`config.mk`:
```
export PLATFORM = sky130hd
export DESIGN_NAME = grom_uart_tx_flat
export DESIGN_NICKNAME = d
export VERILOG_FILES = /design/src/rtl/grom_uart_tx_if.sv /design/src/rtl/grom_uart_tx.sv /design/src/flat_wrapper.sv
export SDC_FILE = /design/constraint.sdc
export NUM_CORES = 1
export LEC_CHECK = 0
export BUFFER_PORTS_ARGS = -buffer_cell sky130_fd_sc_hd__buf_2
export CORE_ASPECT_RATIO = 1.2
export CORE_MARGIN = 3
export CORE_UTILIZATION = 55
export CTS_CLUSTER_SIZE = 14
export DETAILED_ROUTE_END_ITERATION = 16
export PLACE_DENSITY = 0.88
export SETUP_SLACK_MARGIN = 0.1
export SLEW_MARGIN = 30
export SYNTH_ARGS = -nofsm -noshare
export SYNTH_HDL_FRONTEND = slang
export SYNTH_SLANG_ARGS = --single-unit
```
`constraint.sdc`:
```
create_clock -name clk -period 2.1 [get_ports clk]
set_input_delay 0.42 -clock clk [delete_from_list [all_inputs] [get_ports clk]]
set_output_delay 0.42 -clock clk [all_outputs]
set_load 0.01 [all_outputs]
```
`src/rtl/grom_uart_tx_if.sv`:
```
// grom_uart_tx_if: grom8 CPU I/O bus as seen by the UART transmitter.
// The master modport is the CPU side; the slave modport is the peripheral side.
interface grom_uart_tx_if;
    logic [11:0] addr;
    logic [7:0]  data_in;
    logic        we;
    logic        ioreq;
    logic [7:0]  data_out;
    logic        io_hit;

    modport master (
        output addr,
        output data_in,
        output we,
        output ioreq,
        input  data_out,
        input  io_hit
    );

    modport slave (
        input  addr,
        input  data_in,
        input  we,
        input  ioreq,
        output data_out,
        output io_hit
    );
endinterface

```
`src/rtl/grom_uart_tx.sv`:
```
// grom_uart_tx: memory-mapped 8N1 serial transmitter on the grom8 I/O bus.
// Define GROM_UART_FIFO_EN for a 4-entry transmit FIFO; otherwise a single holding register is used.
module grom_uart_tx #(
    parameter int unsigned CLK_DIV   = 16,
    parameter logic [7:0]  BASE_ADDR = 8'h00
) (
    input  logic          clk,
    input  logic          reset,
    grom_uart_tx_if.slave bus,
    output logic          tx,
    output logic          busy
);
    typedef enum logic [1:0] {
        IDLE,
        START,
        DATA,
        STOP
    } state_t;

    localparam logic [7:0] DIV_LOAD = 8'(CLK_DIV - 1);

    logic       w_sel;
    logic       w_rd;
    logic       w_wrStrobe;
    logic       w_wrData;
    logic       w_push;
    logic       w_drop;
    logic       w_pop;
    logic       w_stRead;
    logic       w_ovfClr;
    logic       w_empty;
    logic       w_full;
    logic       w_bitEnd;
    logic [2:0] w_count;
    logic [7:0] w_head;
    logic [7:0] w_status;
    logic [7:0] w_rdData;

    logic       r_weD;
    logic       r_stRdD;
    logic       r_ovf;
    logic [7:0] r_dataOut;
    logic       r_ioHit;

    state_t     r_state;
    logic [7:0] r_baud;
    logic [7:0] r_shift;
    logic [2:0] r_bitIdx;
    logic       r_tx;
    logic       r_busy;

    // Bit 0 of the address selects the register, so only bits 7:1 take part in the match.
    assign w_sel      = bus.ioreq & (bus.addr[7:1] == BASE_ADDR[7:1]);
    assign w_rd       = w_sel & ~bus.we;
    assign w_wrStrobe = w_sel & bus.we & ~r_weD;
    assign w_wrData   = w_wrStrobe & ~bus.addr[0];
    assign w_push     = w_wrData & ~w_full;
    assign w_drop     = w_wrData & w_full;
    assign w_stRead   = w_rd & bus.addr[0];
    assign w_ovfClr   = w_stRead & ~r_stRdD;
    assign w_bitEnd   = (r_baud == 8'd0);
    assign w_pop      = ~w_empty & ((r_state == IDLE) | ((r_state == STOP) & w_bitEnd));

`ifdef GROM_UART_FIFO_EN
    logic [7:0] r_mem [4];
    logic [1:0] r_wrPtr;
    logic [1:0] r_rdPtr;
    logic [2:0] r_count;

    // Two-bit pointers wrap naturally over the four entries; count runs 0..4.
    always_ff @(posedge clk or negedge reset) begin
        if (!reset) begin
            r_wrPtr <= 2'd0;
            r_rdPtr <= 2'd0;
            r_count <= 3'd0;
        end else begin
            if (w_push) begin
                r_wrPtr <= r_wrPtr + 2'd1;
            end
            if (w_pop) begin
                r_rdPtr <= r_rdPtr + 2'd1;
            end
            case ({w_push, w_pop})
                2'b10:   r_count <= r_count + 3'd1;
                2'b01:   r_count <= r_count - 3'd1;
                default: r_count <= r_count;
            endcase
        end
    end

    always_ff @(posedge clk) begin
        if (w_push) begin
            r_mem[r_wrPtr] <= bus.data_in;
        end
    end

    assign w_count = r_count;
    assign w_empty = (r_count == 3'd0);
    assign w_full  = (r_count == 3'd4);
    assign w_head  = r_mem[r_rdPtr];
`else
    logic [7:0] r_hold;
    logic       r_holdValid;

    // Push only happens when empty and pop only when full, so they never coincide.
    always_ff @(posedge clk or negedge reset) begin
        if (!reset) begin
            r_hold      <= 8'h00;
            r_holdValid <= 1'b0;
        end else if (w_push) begin
            r_hold      <= bus.data_in;
            r_holdValid <= 1'b1;
        end else if (w_pop) begin
            r_holdValid <= 1'b0;
        end
    end

    assign w_count = {2'b00, r_holdValid};
    assign w_empty = ~r_holdValid;
    assign w_full  = r_holdValid;
    assign w_head  = r_hold;
`endif

    assign w_status = {4'b0000, r_ovf, w_empty, w_full, r_busy};
    assign w_rdData = bus.addr[0] ? w_status : {5'b00000, w_count};

    // Bus side: write edge detect, sticky overflow, registered read data.
    always_ff @(posedge clk or negedge reset) begin
        if (!reset) begin
            r_weD     <= 1'b0;
            r_stRdD   <= 1'b0;
            r_ovf     <= 1'b0;
            r_dataOut <= 8'h00;
            r_ioHit   <= 1'b0;
        end else begin
            r_weD   <= w_sel & bus.we;
            r_stRdD <= w_stRead;
            if (w_drop) begin
                r_ovf <= 1'b1;
            end else if (w_ovfClr) begin
                r_ovf <= 1'b0;
            end
            r_dataOut <= w_rd ? w_rdData : 8'h00;
            r_ioHit   <= w_rd;
        end
    end

    // Shifter: STOP pops directly into START so consecutive frames have no idle gap.
    always_ff @(posedge clk or negedge reset) begin
        if (!reset) begin
            r_state  <= IDLE;
            r_baud   <= 8'd0;
            r_shift  <= 8'h00;
            r_bitIdx <= 3'd0;
            r_tx     <= 1'b1;
            r_busy   <= 1'b0;
        end else begin
            case (r_state)
                IDLE: begin
                    if (w_pop) begin
                        r_shift <= w_head;
                        r_tx    <= 1'b0;
                        r_baud  <= DIV_LOAD;
                        r_busy  <= 1'b1;
                        r_state <= START;
                    end
                end
                START: begin
                    if (w_bitEnd) begin
                        r_tx     <= r_shift[0];
                        r_bitIdx <= 3'd0;
                        r_baud   <= DIV_LOAD;
                        r_state  <= DATA;
                    end else begin
                        r_baud <= r_baud - 8'd1;
                    end
                end
                DATA: begin
                    if (w_bitEnd) begin
                        r_baud <= DIV_LOAD;
                        if (r_bitIdx == 3'd7) begin
                            r_tx    <= 1'b1;
                            r_state <= STOP;
                        end else begin
                            r_tx     <= r_shift[1];
                            r_shift  <= {1'b0, r_shift[7:1]};
                            r_bitIdx <= r_bitIdx + 3'd1;
                        end
                    end else begin
                        r_baud <= r_baud - 8'd1;
                    end
                end
                STOP: begin
                    if (w_bitEnd) begin
                        if (w_pop) begin
                            r_shift <= w_head;
                            r_tx    <= 1'b0;
                            r_baud  <= DIV_LOAD;
                            r_state <= START;
                        end else begin
                            r_busy  <= 1'b0;
                            r_state <= IDLE;
                        end
                    end else begin
                        r_baud <= r_baud - 8'd1;
                    end
                end
                default: begin
                    r_state <= IDLE;
                end
            endcase
        end
    end

    assign tx           = r_tx;
    assign busy         = r_busy;
    assign bus.data_out = r_dataOut;
    assign bus.io_hit   = r_ioHit;
endmodule

```
`src/flat_wrapper.sv`:
```
// flat-port wrapper written by rule: the top's interface ports become plain ports
module grom_uart_tx_flat 
#(
    parameter int unsigned CLK_DIV   = 16,
    parameter logic [7:0]  BASE_ADDR = 8'h00
)
  (clk, reset, tx, busy, bus_addr, bus_data_in, bus_we, bus_ioreq, bus_data_out, bus_io_hit);
  grom_uart_tx_if bus_i ();
  input  logic clk;
  input  logic reset;
  output logic tx;
  output logic busy;
  input wire logic [$bits(bus_i.addr)-1:0] bus_addr;
  input wire logic [$bits(bus_i.data_in)-1:0] bus_data_in;
  input wire logic [$bits(bus_i.we)-1:0] bus_we;
  input wire logic [$bits(bus_i.ioreq)-1:0] bus_ioreq;
  output wire logic [$bits(bus_i.data_out)-1:0] bus_data_out;
  output wire logic [$bits(bus_i.io_hit)-1:0] bus_io_hit;
  assign bus_i.addr = bus_addr;
  assign bus_i.data_in = bus_data_in;
  assign bus_i.we = bus_we;
  assign bus_i.ioreq = bus_ioreq;
  assign bus_data_out = bus_i.data_out;
  assign bus_io_hit = bus_i.io_hit;
  grom_uart_tx #(.CLK_DIV(CLK_DIV), .BASE_ADDR(BASE_ADDR)) u_core (.clk(clk), .reset(reset), .bus(bus_i), .tx(tx), .busy(busy));
endmodule
```
==> run metrics, run 1 <==
post-synth cell types 48; drt via density 5.816; vias in the first global route 1541; Synth Register Bits 40; area of the multi-input gates 1016 um2; final setup margin 54.27 ps; TNS Setup 0 ps; Final GP Congestion 0.8951; Worst-path clk slew 80 ps; Startpoint Class flip-flop; Worst EP arrival 2280 ps; ys flop type dfrtp_1; Worst EP required 2340 ps; crit-path max cell delay 510 ps; routed len/inst 15.16 um; minimum clock period 2046 ps; peak supply drop 0.0004414 V; Final #Nets 276; largest net degree at the start of global routing 41; number of flops mapped to enable cells by yosys 0; WP buf/inv 3; grt total ovfl 0; Initial Utilization 59.02%; synthesized area 2038 um2; H-tree Lvls 2; initial antenna violation count 0; pwr dens 584.6 nW/um2; PortBufs 26; clk root buf clkbuf_8; leading cell types in the layout, fill and taps excluded dfrtp_1 (39), buf_2 (26), buf_4 (17); asr flop ratio synth 100.0%; clk_lat worst skew 300 ps; CTS tree done; die height 72.69 um; DR vias 1640; detailed-router iteration count before antenna repair 4; share of post-route cells with drive strength above 1 31.02%; Max Cap Viol 0; status completed; Bufs on Longest Clock Path 2; Starting DRT DRC Count 104; leakage power 0.001226 uW; Yosys warning count 0; hold violation count in the final report 0; Final Power 1472 uW; # fillers 229; Max Fanout on Critical Path 4; highest clock rate 0.4888 GHz; Tot GR Track Use 19.87%; first-pass GRT wire length 6693 um; fin crit share 97.42%; post-synthesis sequential area ratio 49.17%; Final Skew 6.948 ps; Seq. cell area 1002 um2; # rows 23; Worst Hold Class in -> async; Post-Route WL 4275 um; RSZ-0062 raised after global routing true; post-DP HPWL 2714 um; fin. max-slew vios 0; Ports 35; CTS buffer count 5; Mapped Avg Cell Area 10.29 um2; CP Capture Type flip-flop; crit-path leading delay family simple AND/OR/NAND/NOR gates; # diodes 0; Synth Instances 198; post-route ant nets 0; Final setup viols 0; area delta synth->final 23.51%; CP Class reg -> reg; worst path cell trace inv_1 > ha_2 > or4b_4 > nor3_4 > buf_6 > buf_4 > nor2_1 > nor2_2 > o22a_1; Final Util 72.90%; Die Area 4475 um2; pre-CTS WS -24.19 ps; slowest CP cell or4b_4; drc violations 0; Core Area 3453 um2; commonest non-fill, non-tap cell in the layout dfrtp_1; CTS Sinks 40; die span in x 61.57 um
[worst register-to-register path, delay by kind of cell, from the launching register on]
kind,cells,cell delay (ps)
adders and majority gates,1,170
AOI/OAI and AO/OA,1,160
DFF,1,390
and+or+nand+nor,4,950
buffers and inverters,3,330
[layout make-up]
class	instances	share of cell area (%)
multi-input combinational	137	40.36
sequential	40	39.81
timing repair buffer	45	11.13
clock buffer	5	2.734
inverter	15	2.237
clock inverter	3	1.889
tap	37	1.839
[where the power goes]
part | internal [uW] | switching (uW) | total, uW
Combinational | 20.1 | 27.0 | 47.1
Clock | 358 | 286 | 644
Sequential | 775 | 6.27 | 781
Total | 1150 | 319 | 1470
[worst paths after layout]
kind | cells past startpoint | end | from | slack, ps
worst max register to register | 9 | u_core.r_baud[6] | u_core.r_baud[1] | 50
worst min-delay path | 2 | u_core.r_baud[3] | reset | 160
worst min register to register | 1 | u_core.r_hold[6] | u_core.r_hold[6] | 490
max in group asynchronous | 2 | u_core.tx | reset | 1590
min in group clk | 2 | u_core.bus.data_out[0] | bus_we | 310
worst max-delay path | 9 | u_core.r_baud[6] | u_core.r_baud[1] | 50
[cells in the mapped netlist, drive strengths merged, types with 2 or more instances]
cell type	count	area share [%]
nand3	5	1.2
a22o	3	1.3
ha	8	4.9
clkbuf	2	0.37
and3	3	0.92
o21ai	13	3.7
nor2	15	3.3
or4b	2	1.2
inv	15	2.8
o22ai	7	2.1
o311ai	2	0.86
nor4	2	0.61
o22a	6	2.6
mux2	8	4.4
or3	3	0.92
nand2b	4	1.2
nand2	15	2.8
o2bb2ai	2	0.86
dfrtp	39	48
nor3	7	2.5
buf	7	2.1
a21oi	13	3.2
[through the flow]
| step | instance area (um2) | hold slack, ps | cells |
|---|---|---|---|
| floorplan | 2049 | 124.4 | 201 |
| global placement | 2257 | 469.6 | 266 |
| detailed placement | 2257 | 477.0 | 266 |
| CTS | 2445 | 177.4 | 280 |
| global route | 2517 | 184.8 | 282 |
| finish | 2517 | 159.5 | 282 |
[cells by family (layout without fill, tap and decap cells)]
group           count (synthesis)  count (layout)  share of synthesized area [%]
simple gates                   62              62                          17.19
compound gates                 53              53                          17.93
flops                          40              40                          49.17
buf+inv                        24              68                          5.279
mux                             9               9                          4.911
fa+ha+maj                       8               8                          4.911
other cells                     1               4                         0.1840
xor+xnor                        1               1                         0.4298
[what timing repair did]
action / 4_1_cts / 5_1_grt
resized for setup: 5 / 11
setup endpoints to repair: 10 / 19
endpoints found under the hold margin: 0 / 0
pin swaps: 10 / 8
hold buffers: 0 / 0
setup buffers: 6 / 2
[flip-flops by register name, indices dropped and copies added, names as in the netlist]
name / flops
u_core.r_baud: 8
u_core.r_hold: 8
u_core.r_shift: 8
u_core.bus.data_out: 4
u_core.r_bitIdx: 3
u_core.r_state: 2
u_core.bus.io_hit: 1
u_core.busy: 1
u_core.r_holdValid: 1
u_core.r_ovf: 1
u_core.r_stRdD: 1
u_core.r_weD: 1
u_core.tx: 1
[routing by layer]
layer | part of all wire, % | global-route usage (%) | wire [um] | vias up
met1 | 44 | 24.65 | 1860 | 786
met4 | 2.1 | 8.962 | 89 | 0
met2 | 50 | 30.73 | 2140 | 52
li1 | - | - | - | 791
met3 | 4.4 | 6.903 | 186 | 11
met5 | 0 | 0 | 0 | -
Note: power is estimated with default switching activity, not from simulation.
==> run 2, diff against run 1 <==
--- a/config.mk
+++ b/config.mk
@@ -12,6 +12,7 @@
 export CTS_CLUSTER_SIZE = 14
 export DETAILED_ROUTE_END_ITERATION = 16
 export PLACE_DENSITY = 0.88
+export RECOVER_POWER = 25
 export SETUP_SLACK_MARGIN = 0.1
 export SLEW_MARGIN = 30
 export SYNTH_ARGS = -nofsm -noshare
==> constraint.sdc (replaced) <==
create_clock -name clk -period 1.9 [get_ports clk]
set_input_delay 0.38 -clock clk [delete_from_list [all_inputs] [get_ports clk]]
set_output_delay 0.38 -clock clk [all_outputs]
set_load 0.01 [all_outputs]
==> run 2 against run 1 <==
Effect of this change:
- the run now ends with setup timing left
- non-clock buffer count is 12 higher
- count of clock-buffer cells in the layout stayed put
- sequential share of layout area is 3.2 points lower
- total power is 12% higher
- critical path type unchanged
- largest cell class unchanged
- largest power group unchanged
- highest routed layer unchanged
==> run metrics, run 2 (synthesized netlist as in run 1, its figures left out) <==
Core Area 3453 um2; final instance area 2738 um2; Worst EP arrival 2340 ps; Largest regs u_core.r_baud: 8 flops, u_core.r_hold: 8 flops, u_core.r_shift: 8 flops; Starting DRT DRC Count 113; die span in x 61.57 um; WP buf/inv 2; PortBufs 26; Bufs on Longest Clock Path 2; Max Cap Viol 0; post-DP HPWL 3103 um; CP Class reg -> reg; Initial Utilization 59.02%; crit-path leading delay family simple AND/OR/NAND/NOR gates; minimum clock period 2161 ps; highest clock rate 0.4627 GHz; first-pass GRT wire length 8604 um; detailed-router iteration count before antenna repair 4; hold violation count in the final report 0; CTS Sinks 40; Tot GR Track Use 26.48%; Worst Hold Class in -> reg; worst path cell trace inv_1 > ha_2 > or4b_4 > nor3_4 > buf_6 > o211ai_4 > o22ai_2 > a21oi_2; initial antenna violation count 0; hold path start bus_data_in[3]; # fillers 174; CP startpoint u_core.r_baud[0]; commonest non-fill, non-tap cell in the layout dfrtp_1; Worst-path clk slew 80 ps; area delta synth->final 34.32%; Worst EP required 2080 ps; clk_lat worst skew 310 ps; CP Capture Type flip-flop; Final setup viols 20; fin crit share 113.7%; peak supply drop 0.0005212 V; Final Util 79.28%; fin. max-slew vios 0; Worst Tran Pin Value 957.4 ps; Post-Route WL 6505 um; clk root buf clkbuf_8; DR vias 1886; final setup margin -261.2 ps; # rows 23; crit-path max cell delay 510 ps; pwr dens 601.4 nW/um2; RSZ-0062 raised after global routing true; leading cell types in the layout, fill and taps excluded dfrtp_1 (39), buf_2 (26), buf_4 (26); die height 72.69 um; Startpoint Class flip-flop; Final #Nets 288; H-tree Lvls 2; # diodes 0; Ports 35; leakage power 0.001326 uW; slowest CP cell or4b_4; post-route ant nets 0; TNS Setup -2933 ps; Final GP Congestion 0.8671; Max Fanout on Critical Path 7; CTS tree done; Final Skew 8.225 ps; CTS buffer count 5; Placed Area 2352 um2; grt total ovfl 0; status finished, violations left; failing checks setup timing; cts hold-fix bufs 0; drc violations 0; routed len/inst 22.13 um; share of post-route cells with drive strength above 1 40.86%; Slew Limit Headroom 36.17%; Die Area 4475 um2; drt via density 6.415; largest net degree at the start of global routing 41; vias in the first global route 1831; reg-to-reg startpoint u_core.r_baud[0]; Final Power 1646 uW
run 2: changes by cell type in the layout (fill, tap and decap cells not counted), sizes merged:
cell,delta
clkinv,-2
clkinvlp,+1
buf,+11
inv,+1
clkbuf,+1
run 2: layout make-up:
class | instances | area (um2) | area share [%]
Sequential cell | 40 | 1002 | 36.61
Multi-Input combinational cell | 137 | 1134 | 41.41
Clock inverter | 3 | 46.29 | 1.691
Timing Repair Buffer | 57 | 384.1 | 14.03
Tap cell | 37 | 46.29 | 1.691
Inverter | 15 | 56.30 | 2.057
Clock buffer | 5 | 68.82 | 2.514
run 2: metal layers:
| metal | track usage, % | up-vias | part of all wire, % | wire (um) |
|---|---|---|---|---|
| met5 | 0 | - | 0 | 0 |
| met4 | 12.03 | 0 | 4.6 | 301 |
| met3 | 5.841 | 32 | 5.9 | 384 |
| met2 | 43.54 | 104 | 53 | 3453 |
| met1 | 32.55 | 932 | 36 | 2366 |
| li1 | - | 818 | - | - |
run 2: repair_timing:
item | CTS | global route
setup buffers | 7 | 3
setup endpoints to repair | 30 | 26
cloned | 0 | 0
gates resized for setup | 12 | 25
pin swaps | 15 | 8
run 2: worst paths after layout:
kind | endpoint | slack, ps | cells past startpoint
max in group asynchronous | u_core.r_hold[0] | 1010 | 2
hold / removal | u_core.r_hold[3] | 280 | 2
setup / recovery | u_core.r_shift[1] | -260 | 8
setup reg to reg | u_core.r_shift[1] | -260 | 8
min in group asynchronous | u_core.bus.data_out[0] | 300 | 2
hold reg to reg | u_core.r_hold[3] | 520 | 1
run 2: report_power, final:
group          internal, uW  total (uW)  switching, uW  leakage (uW)
clock network           395         720            325     0.0000548
registers               856         865           9.15      0.000513
logic                  24.0        60.9           36.9      0.000758
run 2: worst register-to-register path: stages (launching register included):
cell and delay, ps:
dfrtp_1 380, inv_1 60, ha_2 170, or4b_4 510, nor3_4 310, buf_6 160
o211ai_4 150, o22ai_2 230, a21oi_2 70
run 2: through the flow:
stage | hold slack (ps) | instances | setup WS, ps
finish | 281.7 | 294 | -261.2
global route | 297.1 | 294 | -312.4
CTS | 133.9 | 292 | -136.2
detailed placement | 457.6 | 277 | -271.0
global placement | 454.5 | 277 | -171.5
floorplan | 84.41 | 201 | 11.18
